File: config.mk
export PLATFORM = sky130hd
export DESIGN_NAME = fwd_hazard_scoreboard_flat
export DESIGN_NICKNAME = d
export VERILOG_FILES = /design/src/rtl/fwd_pkg.sv /design/src/rtl/fwd_hazard_scoreboard_if.sv /design/src/rtl/fwd_hazard_scoreboard_sb_entry.sv /design/src/rtl/fwd_hazard_scoreboard.sv /design/src/flat_wrapper.sv
export SDC_FILE = /design/constraint.sdc
export NUM_CORES = 1
export LEC_CHECK = 0
export BUFFER_PORTS_ARGS = -buffer_cell sky130_fd_sc_hd__buf_2
export CAP_MARGIN = 30
export CORE_AREA = 2 2 131 133
export DETAILED_ROUTE_END_ITERATION = 16
export DIE_AREA = 0 0 133 135
export PLACE_DENSITY = 0.67
export SYNTH_ARGS = -nofsm -noshare
export SYNTH_HDL_FRONTEND = slang
export SYNTH_SLANG_ARGS = --single-unit
File: constraint.sdc
create_clock -name clk -period 3.9 [get_ports clk]
set_input_delay 0.195 -clock clk [delete_from_list [all_inputs] [get_ports clk]]
set_output_delay 0.195 -clock clk [all_outputs]
set_load 0.01 [all_outputs]
File: src/rtl/fwd_pkg.sv
`default_nettype none
// ============================================================================
// Module   : fwd_pkg
// Purpose  : Shared constants and width helpers for the forwarding / hazard
//            scoreboard slice.
// Contents : FWD_SEL_RF        - fwd_sel value that selects the register file
//            sel_width()       - width of one per-operand forward select
//            cnt_width()       - width of one latency counter
//            slice_lo()        - LSB of element idx in a packed vector
// Revision : 1.0 - initial release
// ============================================================================
package fwd_pkg;

  localparam int FWD_SEL_RF = 0;

  // One code per bypass stage plus the register-file code.
  function automatic int sel_width(input int fwd_stages);
    return (fwd_stages < 1) ? 1 : $clog2(fwd_stages + 1);
  endfunction

  // Counter must hold 0..max_lat inclusive.
  function automatic int cnt_width(input int max_lat);
    return (max_lat < 1) ? 1 : $clog2(max_lat + 1);
  endfunction

  // Operand/stage i of a packed bus lives at [slice_lo(i, w) +: w].
  function automatic int slice_lo(input int idx, input int w);
    return idx * w;
  endfunction

endpackage
`default_nettype wire

File: src/rtl/fwd_hazard_scoreboard_if.sv
`default_nettype none
// ============================================================================
// Module   : fwd_hazard_scoreboard_if
// Purpose  : Issue / bypass-stage bundle between decode-issue and the
//            forwarding-hazard unit.
// Modports : master - issue side, drives issue and stage info, reads results
//            slave  - the hazard unit itself
// Signals  : flush, issue_valid/we/rd/lat, src_addr, stage_we/rd  (to unit)
//            fwd_sel, stall, stall_cycles                          (from unit)
// Revision : 1.0 - initial release
// ============================================================================
interface fwd_hazard_scoreboard_if
  import fwd_pkg::*;
#(
  parameter int REG_ADDR_W = 5,
  parameter int NUM_SRC    = 2,
  parameter int FWD_STAGES = 2,
  parameter int MAX_LAT    = 4,
  parameter int STAT_W     = 16
) ();

  localparam int SEL_W = sel_width(FWD_STAGES);
  localparam int LAT_W = cnt_width(MAX_LAT);

  logic                             flush;
  logic                             issue_valid;
  logic                             issue_we;
  logic [REG_ADDR_W-1:0]            issue_rd;
  logic [LAT_W-1:0]                 issue_lat;
  logic [NUM_SRC*REG_ADDR_W-1:0]    src_addr;
  logic [FWD_STAGES-1:0]            stage_we;
  logic [FWD_STAGES*REG_ADDR_W-1:0] stage_rd;
  logic [NUM_SRC*SEL_W-1:0]         fwd_sel;
  logic                             stall;
  logic [STAT_W-1:0]                stall_cycles;

  modport master (
    output flush, issue_valid, issue_we, issue_rd, issue_lat, src_addr,
           stage_we, stage_rd,
    input  fwd_sel, stall, stall_cycles
  );

  modport slave (
    input  flush, issue_valid, issue_we, issue_rd, issue_lat, src_addr,
           stage_we, stage_rd,
    output fwd_sel, stall, stall_cycles
  );

endinterface
`default_nettype wire

File: src/rtl/fwd_hazard_scoreboard_sb_entry.sv
`default_nettype none
// ============================================================================
// Module   : sb_entry
// Purpose  : One scoreboard slot: latency down-counter for a single register.
// Ports    : clk, pc_rst (async, active-high)
//            clr       - synchronous clear, beats load
//            load      - load load_val (clamped to MAX_LAT), beats decrement
//            load_val  - producer latency
//            busy      - counter nonzero
// Revision : 1.0 - initial release
// ============================================================================
module sb_entry #(
  parameter int CNT_W   = 3,
  parameter int MAX_LAT = 4
) (
  input  wire logic             clk,
  input  wire logic             pc_rst,
  input  wire logic             clr,
  input  wire logic             load,
  input  wire logic [CNT_W-1:0] load_val,
  output logic                  busy
);

  localparam logic [CNT_W-1:0] c_max_lat = CNT_W'(MAX_LAT);

  logic [CNT_W-1:0] r_cnt;
  logic [CNT_W-1:0] w_load_clamped;

  assign w_load_clamped = (load_val > c_max_lat) ? c_max_lat : load_val;

  always_ff @(posedge clk or posedge pc_rst) begin
    if (pc_rst) begin
      r_cnt <= '0;
    end else if (clr) begin
      r_cnt <= '0;
    end else if (load) begin
      r_cnt <= w_load_clamped;
    end else if (r_cnt != '0) begin
      r_cnt <= r_cnt - 1'b1;
    end
  end

  assign busy = (r_cnt != '0);

endmodule
`default_nettype wire

File: src/rtl/fwd_hazard_scoreboard.sv
`default_nettype none
// ============================================================================
// Module   : fwd_hazard_scoreboard
// Purpose  : Operand forwarding select for NUM_SRC sources over FWD_STAGES
//            bypass stages, plus a per-register latency scoreboard that
//            stalls issue until variable-latency results are forwardable.
// Ports    : clk     - rising-edge clock
//            pc_rst  - asynchronous active-high reset
//            bus     - fwd_hazard_scoreboard_if.slave (issue, stage, results)
// Revision : 1.0 - initial release
// ============================================================================
module fwd_hazard_scoreboard
  import fwd_pkg::*;
#(
  parameter int REG_ADDR_W = 5,
  parameter int NUM_SRC    = 2,
  parameter int FWD_STAGES = 2,
  parameter int MAX_LAT    = 4,
  parameter int STAT_W     = 16
) (
  input wire logic                  clk,
  input wire logic                  pc_rst,
  fwd_hazard_scoreboard_if.slave    bus
);

  localparam int SEL_W = sel_width(FWD_STAGES);
  localparam int CNT_W = cnt_width(MAX_LAT);
  localparam int NREG  = 1 << REG_ADDR_W;
  localparam logic [STAT_W-1:0] c_stat_max = '1;

  logic [NREG-1:0]          w_busy;
  logic [REG_ADDR_W-1:0]    w_src [NUM_SRC];
  logic                     w_stall;
  logic                     w_accept;
  logic [NUM_SRC*SEL_W-1:0] w_fwd_sel;
  logic [STAT_W-1:0]        r_stall_cycles;

  assign w_accept = bus.issue_valid && !w_stall;

  // Register 0 is hardwired zero: never tracked, never busy.
  assign w_busy[0] = 1'b0;

  generate
    for (genvar r = 1; r < NREG; r++) begin : g_sb
      sb_entry #(
        .CNT_W   (CNT_W),
        .MAX_LAT (MAX_LAT)
      ) u_sb_entry (
        .clk      (clk),
        .pc_rst   (pc_rst),
        .clr      (bus.flush),
        .load     (w_accept && bus.issue_we &&
                   (bus.issue_rd == REG_ADDR_W'(r))),
        .load_val (bus.issue_lat),
        .busy     (w_busy[r])
      );
    end
  endgenerate

  generate
    for (genvar i = 0; i < NUM_SRC; i++) begin : g_src
      assign w_src[i] = bus.src_addr[slice_lo(i, REG_ADDR_W) +: REG_ADDR_W];
    end
  endgenerate

  always_comb begin
    w_stall = 1'b0;
    for (int i = 0; i < NUM_SRC; i++) begin
      if ((w_src[i] != '0) && w_busy[w_src[i]]) begin
        w_stall = 1'b1;
      end
    end
    w_stall = w_stall && bus.issue_valid;
  end

  // Scan oldest to youngest so the youngest matching stage overwrites.
  always_comb begin
    w_fwd_sel = '0;
    for (int i = 0; i < NUM_SRC; i++) begin
      w_fwd_sel[slice_lo(i, SEL_W) +: SEL_W] = SEL_W'(FWD_SEL_RF);
      for (int k = FWD_STAGES - 1; k >= 0; k--) begin
        if (bus.stage_we[k] && (w_src[i] != '0) &&
            (bus.stage_rd[slice_lo(k, REG_ADDR_W) +: REG_ADDR_W] == w_src[i])) begin
          w_fwd_sel[slice_lo(i, SEL_W) +: SEL_W] = SEL_W'(k + 1);
        end
      end
    end
  end

  // Statistics survive flush; only reset clears them.
  always_ff @(posedge clk or posedge pc_rst) begin
    if (pc_rst) begin
      r_stall_cycles <= '0;
    end else if (w_stall && (r_stall_cycles != c_stat_max)) begin
      r_stall_cycles <= r_stall_cycles + 1'b1;
    end
  end

  assign bus.stall        = w_stall;
  assign bus.fwd_sel      = w_fwd_sel;
  assign bus.stall_cycles = r_stall_cycles;

endmodule
`default_nettype wire
File: src/flat_wrapper.sv
// flat-port wrapper written by rule: the top's interface ports become plain ports
module fwd_hazard_scoreboard_flat import fwd_pkg::*;
#(
  parameter int REG_ADDR_W = 5,
  parameter int NUM_SRC    = 2,
  parameter int FWD_STAGES = 2,
  parameter int MAX_LAT    = 4,
  parameter int STAT_W     = 16
)
  (clk, pc_rst, bus_flush, bus_issue_valid, bus_issue_we, bus_issue_rd, bus_issue_lat, bus_src_addr, bus_stage_we, bus_stage_rd, bus_fwd_sel, bus_stall, bus_stall_cycles);
  fwd_hazard_scoreboard_if #(.REG_ADDR_W(REG_ADDR_W), .NUM_SRC(NUM_SRC), .FWD_STAGES(FWD_STAGES), .MAX_LAT(MAX_LAT), .STAT_W(STAT_W)) bus_i ();
  input wire logic clk;
  input wire logic pc_rst;
  input wire logic [$bits(bus_i.flush)-1:0] bus_flush;
  input wire logic [$bits(bus_i.issue_valid)-1:0] bus_issue_valid;
  input wire logic [$bits(bus_i.issue_we)-1:0] bus_issue_we;
  input wire logic [$bits(bus_i.issue_rd)-1:0] bus_issue_rd;
  input wire logic [$bits(bus_i.issue_lat)-1:0] bus_issue_lat;
  input wire logic [$bits(bus_i.src_addr)-1:0] bus_src_addr;
  input wire logic [$bits(bus_i.stage_we)-1:0] bus_stage_we;
  input wire logic [$bits(bus_i.stage_rd)-1:0] bus_stage_rd;
  output wire logic [$bits(bus_i.fwd_sel)-1:0] bus_fwd_sel;
  output wire logic [$bits(bus_i.stall)-1:0] bus_stall;
  output wire logic [$bits(bus_i.stall_cycles)-1:0] bus_stall_cycles;
  assign bus_i.flush = bus_flush;
  assign bus_i.issue_valid = bus_issue_valid;
  assign bus_i.issue_we = bus_issue_we;
  assign bus_i.issue_rd = bus_issue_rd;
  assign bus_i.issue_lat = bus_issue_lat;
  assign bus_i.src_addr = bus_src_addr;
  assign bus_i.stage_we = bus_stage_we;
  assign bus_i.stage_rd = bus_stage_rd;
  assign bus_fwd_sel = bus_i.fwd_sel;
  assign bus_stall = bus_i.stall;
  assign bus_stall_cycles = bus_i.stall_cycles;
  fwd_hazard_scoreboard #(.REG_ADDR_W(REG_ADDR_W), .NUM_SRC(NUM_SRC), .FWD_STAGES(FWD_STAGES), .MAX_LAT(MAX_LAT), .STAT_W(STAT_W)) u_core (.clk(clk), .pc_rst(pc_rst), .bus(bus_i));
endmodule
# Yosys cells after proc, flatten, opt, wreduce, memory -nomap -nowiden
# Index checks and enable logic that the tools add are counted.
[totals]
word_cells = 317
ff_bits = 109
inputBits = 35
output_inout_bits = 21
[op_classes]
n_eq_ne = 36
order_cmp = 3
muxes = 104
n_reduce_logical = 110
n_addsub = 32
[op_table]
columns = ["cell", "n"]
rows = [
  ["two-way mux 3 bit", 94],
  ["nonzero test 3 bit", 62],
  ["subtractor 3 x 1 -> 3 bit, second input constant", 31],
  ["equality test 5 bit, second input constant", 16],
  ["logical AND 1 bit", 45],
  ["equality test 5 x 4 -> 1 bit, second input constant", 8],
  ["equality test 5 x 3 -> 1 bit, second input constant", 4],
  ["equality test 5 bit", 4],
  ["adder 16 x 1 -> 16 bit, second input constant", 1],
  ["!= test 16 bit, second input constant", 1],
  ["< comparator 5 x 6 -> 1 bit, second input constant", 2],
  ["binary-select mux 1 bit (select 5 bit)", 2],
  ["equality test 5 x 2 -> 1 bit, second input constant", 2],
  ["nonzero test 5 bit", 2],
  ["two-way mux 2 bit", 4],
  ["equality test 5 x 1 -> 1 bit, second input constant", 1],
  ["two-way mux 1 bit", 4],
  ["greater-than comparator 3 bit, second input constant", 1],
  ["logical NOT 1 bit", 1],
]

# Depth between registers and ports, before layout
[logic_depth]
depth_word = 13
depth_mapped = 12
depth_no_buf = 9

# Modules after synthesis
# Synthesis repeated with hierarchy kept, for this count alone.
[hier_totals]
hier_cells = 887
area_unflattened_um2 = 8021.4
[modules_own_cells]
columns = ["module", "seq_area_each_um2", "cells_per_inst", "area_each_um2", "n_inst"]
rows = [
  ["sb_entry", 75.1, 21, 195.2, 31],
  ["fwd_hazard_scoreboard", 400.4, 236, 1970.6, 1],
]

# Least setup slack after synthesis
# OpenSTA, ideal clock, no wires.
[synth_timing]
path_type = "register -> register"
start = "register u_core.g_sb[14].u_sb_entry.r_cnt[0]"
end = "register u_core.g_sb[21].u_sb_entry.r_cnt[0]"
setup_ns = 0.127
required_time_ns = 3.773
slack_ns = 1.099
stages_incl_launch_ff = 12
path_buffers = 2
t_arrival_ns = 2.674
period_less_slack_ns = 2.801
cell_sequence = "dfrtp_1 > inv_1 > ha_1 > nand2b_1 > mux4_2 > mux2_2 > a32o_1 > nor4_4 > buf_6 > buf_6 > nand3_2 > mux2_1"
[synth_via]
elab_chain_cells = 13
elab_cells_between_ends = 17
cone_classes = "8 x mux; 9 x reduce/logical"
[synth_lines]
columns = ["element", "line_no", "source"]
rows = [
  ["start, declared", "fwd_hazard_scoreboard_sb_entry.sv:26", "logic [CNT_W-1:0] r_cnt;"],
  ["start signal, assigned", "fwd_hazard_scoreboard_sb_entry.sv:37", "r_cnt <= w_load_clamped;"],
  ["start signal, assigned", "fwd_hazard_scoreboard_sb_entry.sv:39", "r_cnt <= r_cnt - 1'b1;"],
  ["nonzero test 3 bit *", "fwd_hazard_scoreboard_sb_entry.sv:43", "assign busy = (r_cnt != '0);"],
  ["binary-select mux 1 bit (select 5 bit)", "fwd_hazard_scoreboard.sv:69", "if ((w_src[i] != '0) && w_busy[w_src[i]]) begin"],
  ["two-way mux 1 bit (not written as such)", "fwd_hazard_scoreboard.sv:69", ""],
  ["logical AND 1 bit", "fwd_hazard_scoreboard.sv:69", ""],
  ["two-way mux 1 bit", "fwd_hazard_scoreboard.sv:69", ""],
  ["two-way mux 1 bit *", "fwd_hazard_scoreboard.sv:69", ""],
  ["logical AND 1 bit *", "fwd_hazard_scoreboard.sv:73", "w_stall = w_stall && bus.issue_valid;"],
  ["logical NOT 1 bit *", "fwd_hazard_scoreboard.sv:38", "assign w_accept = bus.issue_valid && !w_stall;"],
  ["logical AND 1 bit *", "fwd_hazard_scoreboard.sv:38", ""],
  ["logical AND 1 bit * (2 in a row)", "fwd_hazard_scoreboard.sv:52", ".load (w_accept && bus.issue_we &&"],
  ["two-way mux 3 bit", "fwd_hazard_scoreboard_sb_entry.sv:36", "end else if (load) begin"],
  ["two-way mux 3 bit", "fwd_hazard_scoreboard_sb_entry.sv:34", "end else if (clr) begin"],
  ["end signal, assigned", "fwd_hazard_scoreboard_sb_entry.sv:37", ""],
  ["end signal, assigned", "fwd_hazard_scoreboard_sb_entry.sv:39", ""],
  ["end, declared", "fwd_hazard_scoreboard_sb_entry.sv:26", ""],
]
# Every way passes the cells marked *; elsewhere a longest branch is shown, timed or not. The select of a mux whose other input is x is not followed.
# A chain may end at the register's enable or synchronous reset.

# Worst setup path after layout
[layout_timing]
start = "register u_core.g_sb[14].u_sb_entry.r_cnt[0]"
end = "output port bus_stall"
[layout_via]
elab_chain_cells = 7
elab_cells_between_ends = 10
cone_classes = "6 x mux; 4 x reduce/logical"
[layout_lines]
columns = ["element", "line_no", "source"]
rows = [
  ["nonzero test 3 bit *", "fwd_hazard_scoreboard_sb_entry.sv:43", ""],
  ["binary-select mux 1 bit (select 5 bit)", "fwd_hazard_scoreboard.sv:69", ""],
  ["two-way mux 1 bit (not written as such)", "fwd_hazard_scoreboard.sv:69", ""],
  ["logical AND 1 bit", "fwd_hazard_scoreboard.sv:69", ""],
  ["two-way mux 1 bit", "fwd_hazard_scoreboard.sv:69", ""],
  ["two-way mux 1 bit *", "fwd_hazard_scoreboard.sv:69", ""],
  ["logical AND 1 bit *", "fwd_hazard_scoreboard.sv:73", ""],
  ["end, declared", "flat_wrapper.sv:23", "output wire logic [$bits(bus_i.stall)-1:0] bus_stall;"],
]
# Marks and branches as above.

==> parameters.txt <==
Parameter                              Value

Critical path
  Register-to-register setup slack    470 ps
  Critical Path End Type    output pin
  Library cell contributing the largest single delay on the critical path    sky130_fd_sc_hd__mux4_2
  Arrival @ worst endpoint    3320 ps
  Worst path required time    3700 ps
  RR Startpoint    u_core.g_sb[14].u_sb_entry.r_cnt[0]
  Largest stage delay, worst path    520 ps
  Cell-by-cell trace of the critical path    inv_1 -> ha_1 -> nand2b_1 -> mux4_2 -> mux2_2 -> a32o_1 -> nor4_4 -> buf_4 -> nor2_1 -> buf_2
  R2R depth    10
  Top delay family on crit path    multiplexers
  Largest fanout of any net on the critical path    35
  Start point of the critical path    u_core.g_sb[14].u_sb_entry.r_cnt[0]
  Kind of critical path    flip-flop to output pin
  Worst reg2reg endpoint    u_core.g_sb[10].u_sb_entry.r_cnt[0]
  Endpoint of the worst setup timing path    bus_stall
  Crit path buffers/inverters    3
  Number of cells on the critical path    10
  Critical path startpoint category    flip-flop

Min path
  Worst min path class    input pin to async pin

Floorplan
  Die H    135 um
  Die area    0.0180 mm2
  Total I/O pin count    56
  Initial Util    49.2%
  Core Rows    47
  Die Wd    133 um
  Standard cell core area    0.0164 mm2

Pwr
  Portion of total power attributed to sequential cells    29.4%
  Power share of the clock group    16.5%
  Final total power    0.00624 W
  Leakage power    4.26 nW
  Internal cell power    0.00374 W
  Worst supply voltage drop on vdd    300 uV
  Net switching share of the total power    40.0%
  Power density over the cells    702 mW/mm2
  Power share of the combinational group    54.1%
  Net switching power    0.00249 W

STA
  Setup repair after global routing missed its margin    false
  Number of endpoints failing setup at the final stage    0
  Number of failing hold endpoints at the final stage    0
  Worst-margin pin slew    936 ps
  Final Critical Period    3520 ps
  Max-Slew Margin vs Limit    37.1%
  Fin Setup TNS    0 ps
  Portion of the clock cycle consumed by the worst path in the final layout    90.2%
  Skew final    12.4 ps
  Count of pins over their slew limit    0
  Maximum clock rate    284 MHz

Synth
  Post-Syn Area    0.00808 mm2
  Post-synth net total    935
  Ys async rst share    100%
  Post-synth EDFFs    0
  Most frequently used cell type in the post-synthesis netlist    sky130_fd_sc_hd__nor2_1
  Synthesis warning total    0
  Average size of a mapped cell    9.65 um2
  Mapped Cells    837
  Library cell with the largest summed area after synthesis    sky130_fd_sc_hd__dfrtp_1
  Post-synth top area share    33.8%
  Register bit count reported by yosys    109
  Largest cells by area after synthesis    sky130_fd_sc_hd__dfrtp_1, sky130_fd_sc_hd__ha_1, sky130_fd_sc_hd__mux2i_1
  Ys flop type    sky130_fd_sc_hd__dfrtp_1
  Proportion of synthesized chip area in sequential cells    33.8%
  Number of distinct library cells after synthesis    50
  Synth cell count leaders    sky130_fd_sc_hd__nor2_1, sky130_fd_sc_hd__dfrtp_1, sky130_fd_sc_hd__inv_1, sky130_fd_sc_hd__ha_1, sky130_fd_sc_hd__mux2i_1

Finish
  Signed area change from the synthesized netlist to the final layout    10.0%
  Share of layout cells above drive strength 1    16.3%
  Number of fill cells in the layout    1457
  Post-layout nets    979
  Reg area    0.00273 mm2
  Multi-input gate area    0.00489 mm2
  Antenna cells    0

Placement
  Half-perimeter wire length of the detailed placement result    13200 um
  Port Buffers    55
  GP Congestion    0.850

Drt
  Via count normalized by instance count    5.60
  Detailed-route via count    6196
  Wirelength, routed    18700 um
  Antenna viol nets, final    0
  First-iteration detailed-routing DRC count    386
  Number of design rule violations left after detail routing    0
  Router iterations before antenna repair    5
  WL per Instance    16.9 um

Run
  Count of maximum capacitance violations    0

GRT
  Pin count of the biggest net entering global routing    67
  Initial antenna violation count    0
  Global-route total usage across every layer    21.7%
  Vias in the first global route    5995
  Total grt overflow    0
  First-pass GRT wire length    30800 um

Clock network
  CTS tree    done
  Clock Sink Count    109
  Cells resized by post-CTS repair    0
  Post-CTS setup buffers    0
  Clock slew seen by the registers of the worst setup and hold paths    80 ps
  Number of hold-repair buffers added at the cts stage    0
  CTS Root Buffer Type    sky130_fd_sc_hd__clkbuf_16
  Inserted Clock Buffers    9
  Insertion delay of the later-clocked pin in the worst-skew pair    370 ps
  Deepest clock path buffer count    2
  Level count of the clock H-tree    3

Status
  Run status    complete, no violations
==> power groups by stage <==
stage	clock network (W)	logic, W	registers, W
2_1_floorplan	0	0.00272	0.00182
3_3_place_gp	0	0.00329	0.00184
3_5_place_dp	0	0.00336	0.00185
4_1_cts	0.00104	0.00339	0.00183
5_1_grt	0.00109	0.00381	0.00190
6_report	0.00103	0.00337	0.00184
==> registers in the layout, summed over array words and instances, names as in the netlist <==
register                      cells
u_core.bus.stall_cycles          16
u_core.g_sb.u_sb_entry.r_cnt     93
==> layout by cell type, fill, tap and decap left out, types with 14 or more instances in the layout <==
master,netlist,final
sky130_fd_sc_hd__nor2_1,123,123
sky130_fd_sc_hd__dfrtp_1,109,109
sky130_fd_sc_hd__inv_1,71,70
sky130_fd_sc_hd__ha_1,63,63
sky130_fd_sc_hd__mux2i_1,58,58
sky130_fd_sc_hd__buf_2,8,54
sky130_fd_sc_hd__xnor2_1,51,51
sky130_fd_sc_hd__nand2b_1,36,36
sky130_fd_sc_hd__a211o_1,30,30
sky130_fd_sc_hd__nand3_2,22,22
sky130_fd_sc_hd__mux2_1,21,21
sky130_fd_sc_hd__nor3_1,19,19
sky130_fd_sc_hd__nand2_1,20,19
sky130_fd_sc_hd__a21oi_1,19,19
sky130_fd_sc_hd__a221oi_1,18,18
sky130_fd_sc_hd__mux2_2,16,16
sky130_fd_sc_hd__buf_4,2,15
sky130_fd_sc_hd__nand3_1,14,14
==> worst reg2reg max path, stage by stage (launching register included) <==
cell	delay, ps
sky130_fd_sc_hd__dfrtp_1	390
sky130_fd_sc_hd__inv_1	90
sky130_fd_sc_hd__ha_1	190
sky130_fd_sc_hd__nand2b_1	120
sky130_fd_sc_hd__mux4_2	520
sky130_fd_sc_hd__mux2_2	280
sky130_fd_sc_hd__a32o_1	230
sky130_fd_sc_hd__nor4_4	400
sky130_fd_sc_hd__buf_4	460
sky130_fd_sc_hd__and3_1	290
sky130_fd_sc_hd__mux2_2	340
==> kinds of logic (layout without fill, tap and decap cells) <==
family | Yosys count | in the layout | share of synthesized area, %
AO/OA/AOI/OAI | 97 | 97 | 8.95
XOR/XNOR | 64 | 64 | 6.94
adder cells (fa/ha/maj) | 63 | 63 | 9.76
buffers and inverters | 110 | 159 | 5.70
flip-flops | 109 | 109 | 33.8
multiplexers | 108 | 108 | 16.0
AND/OR/NAND/NOR | 286 | 286 | 18.9
==> metrics by stage <==
| step | setup slack, ps | instance area, um2 | instances | hold slack (ps) | utilization, % |
|---|---|---|---|---|---|
| floorplan | 831 | 8080 | 837 | 383 | - |
| global placement | 612 | 8550 | 1088 | 429 | 52.1 |
| detailed placement | 536 | 8550 | 1088 | 428 | 52.1 |
| CTS | 402 | 8870 | 1104 | 34.8 | 54.1 |
| global route | 195 | 8890 | 1106 | 85.7 | 54.2 |
| finish | 384 | 8890 | 1106 | 1.18 | 54.2 |
==> how the worst min path moves through the flow <==
stage                    start                                   to  slack [ps]  depth (start not counted)
2_1_floorplan  bus_issue_rd[2]   u_core.g_sb[2].u_sb_entry.r_cnt[2]         380                          2
3_3_place_gp            pc_rst  u_core.g_sb[18].u_sb_entry.r_cnt[1]         430                          2
3_5_place_dp            pc_rst           u_core.bus.stall_cycles[0]         430                          2
4_1_cts                 pc_rst           u_core.bus.stall_cycles[0]          30                          2
5_1_grt                 pc_rst           u_core.bus.stall_cycles[3]          90                          2
6_report                pc_rst           u_core.bus.stall_cycles[0]           1                          2
==> area by class of cell <==
type / instances / share of cell area, %
clock buffers: 11 / 2.73
clock inverters: 5 / 0.929
inverters: 73 / 3.11
multi-input cells: 618 / 55.0
flip-flops and latches: 109 / 30.7
well taps: 220 / 3.10
repair buffers: 70 / 4.39
==> layer usage <==
| metal | track usage (%) | part of all wire (%) | vias to the layer above |
|---|---|---|---|
| met5 | 0 | 0 | - |
| met4 | 8.72 | 2.1 | 0 |
| met3 | 2.63 | 5.0 | 28 |
| met2 | 35.6 | 47 | 159 |
| met1 | 29.3 | 46 | 3010 |
| li1 | - | - | 2999 |
Power figures use the tool's default switching activity.
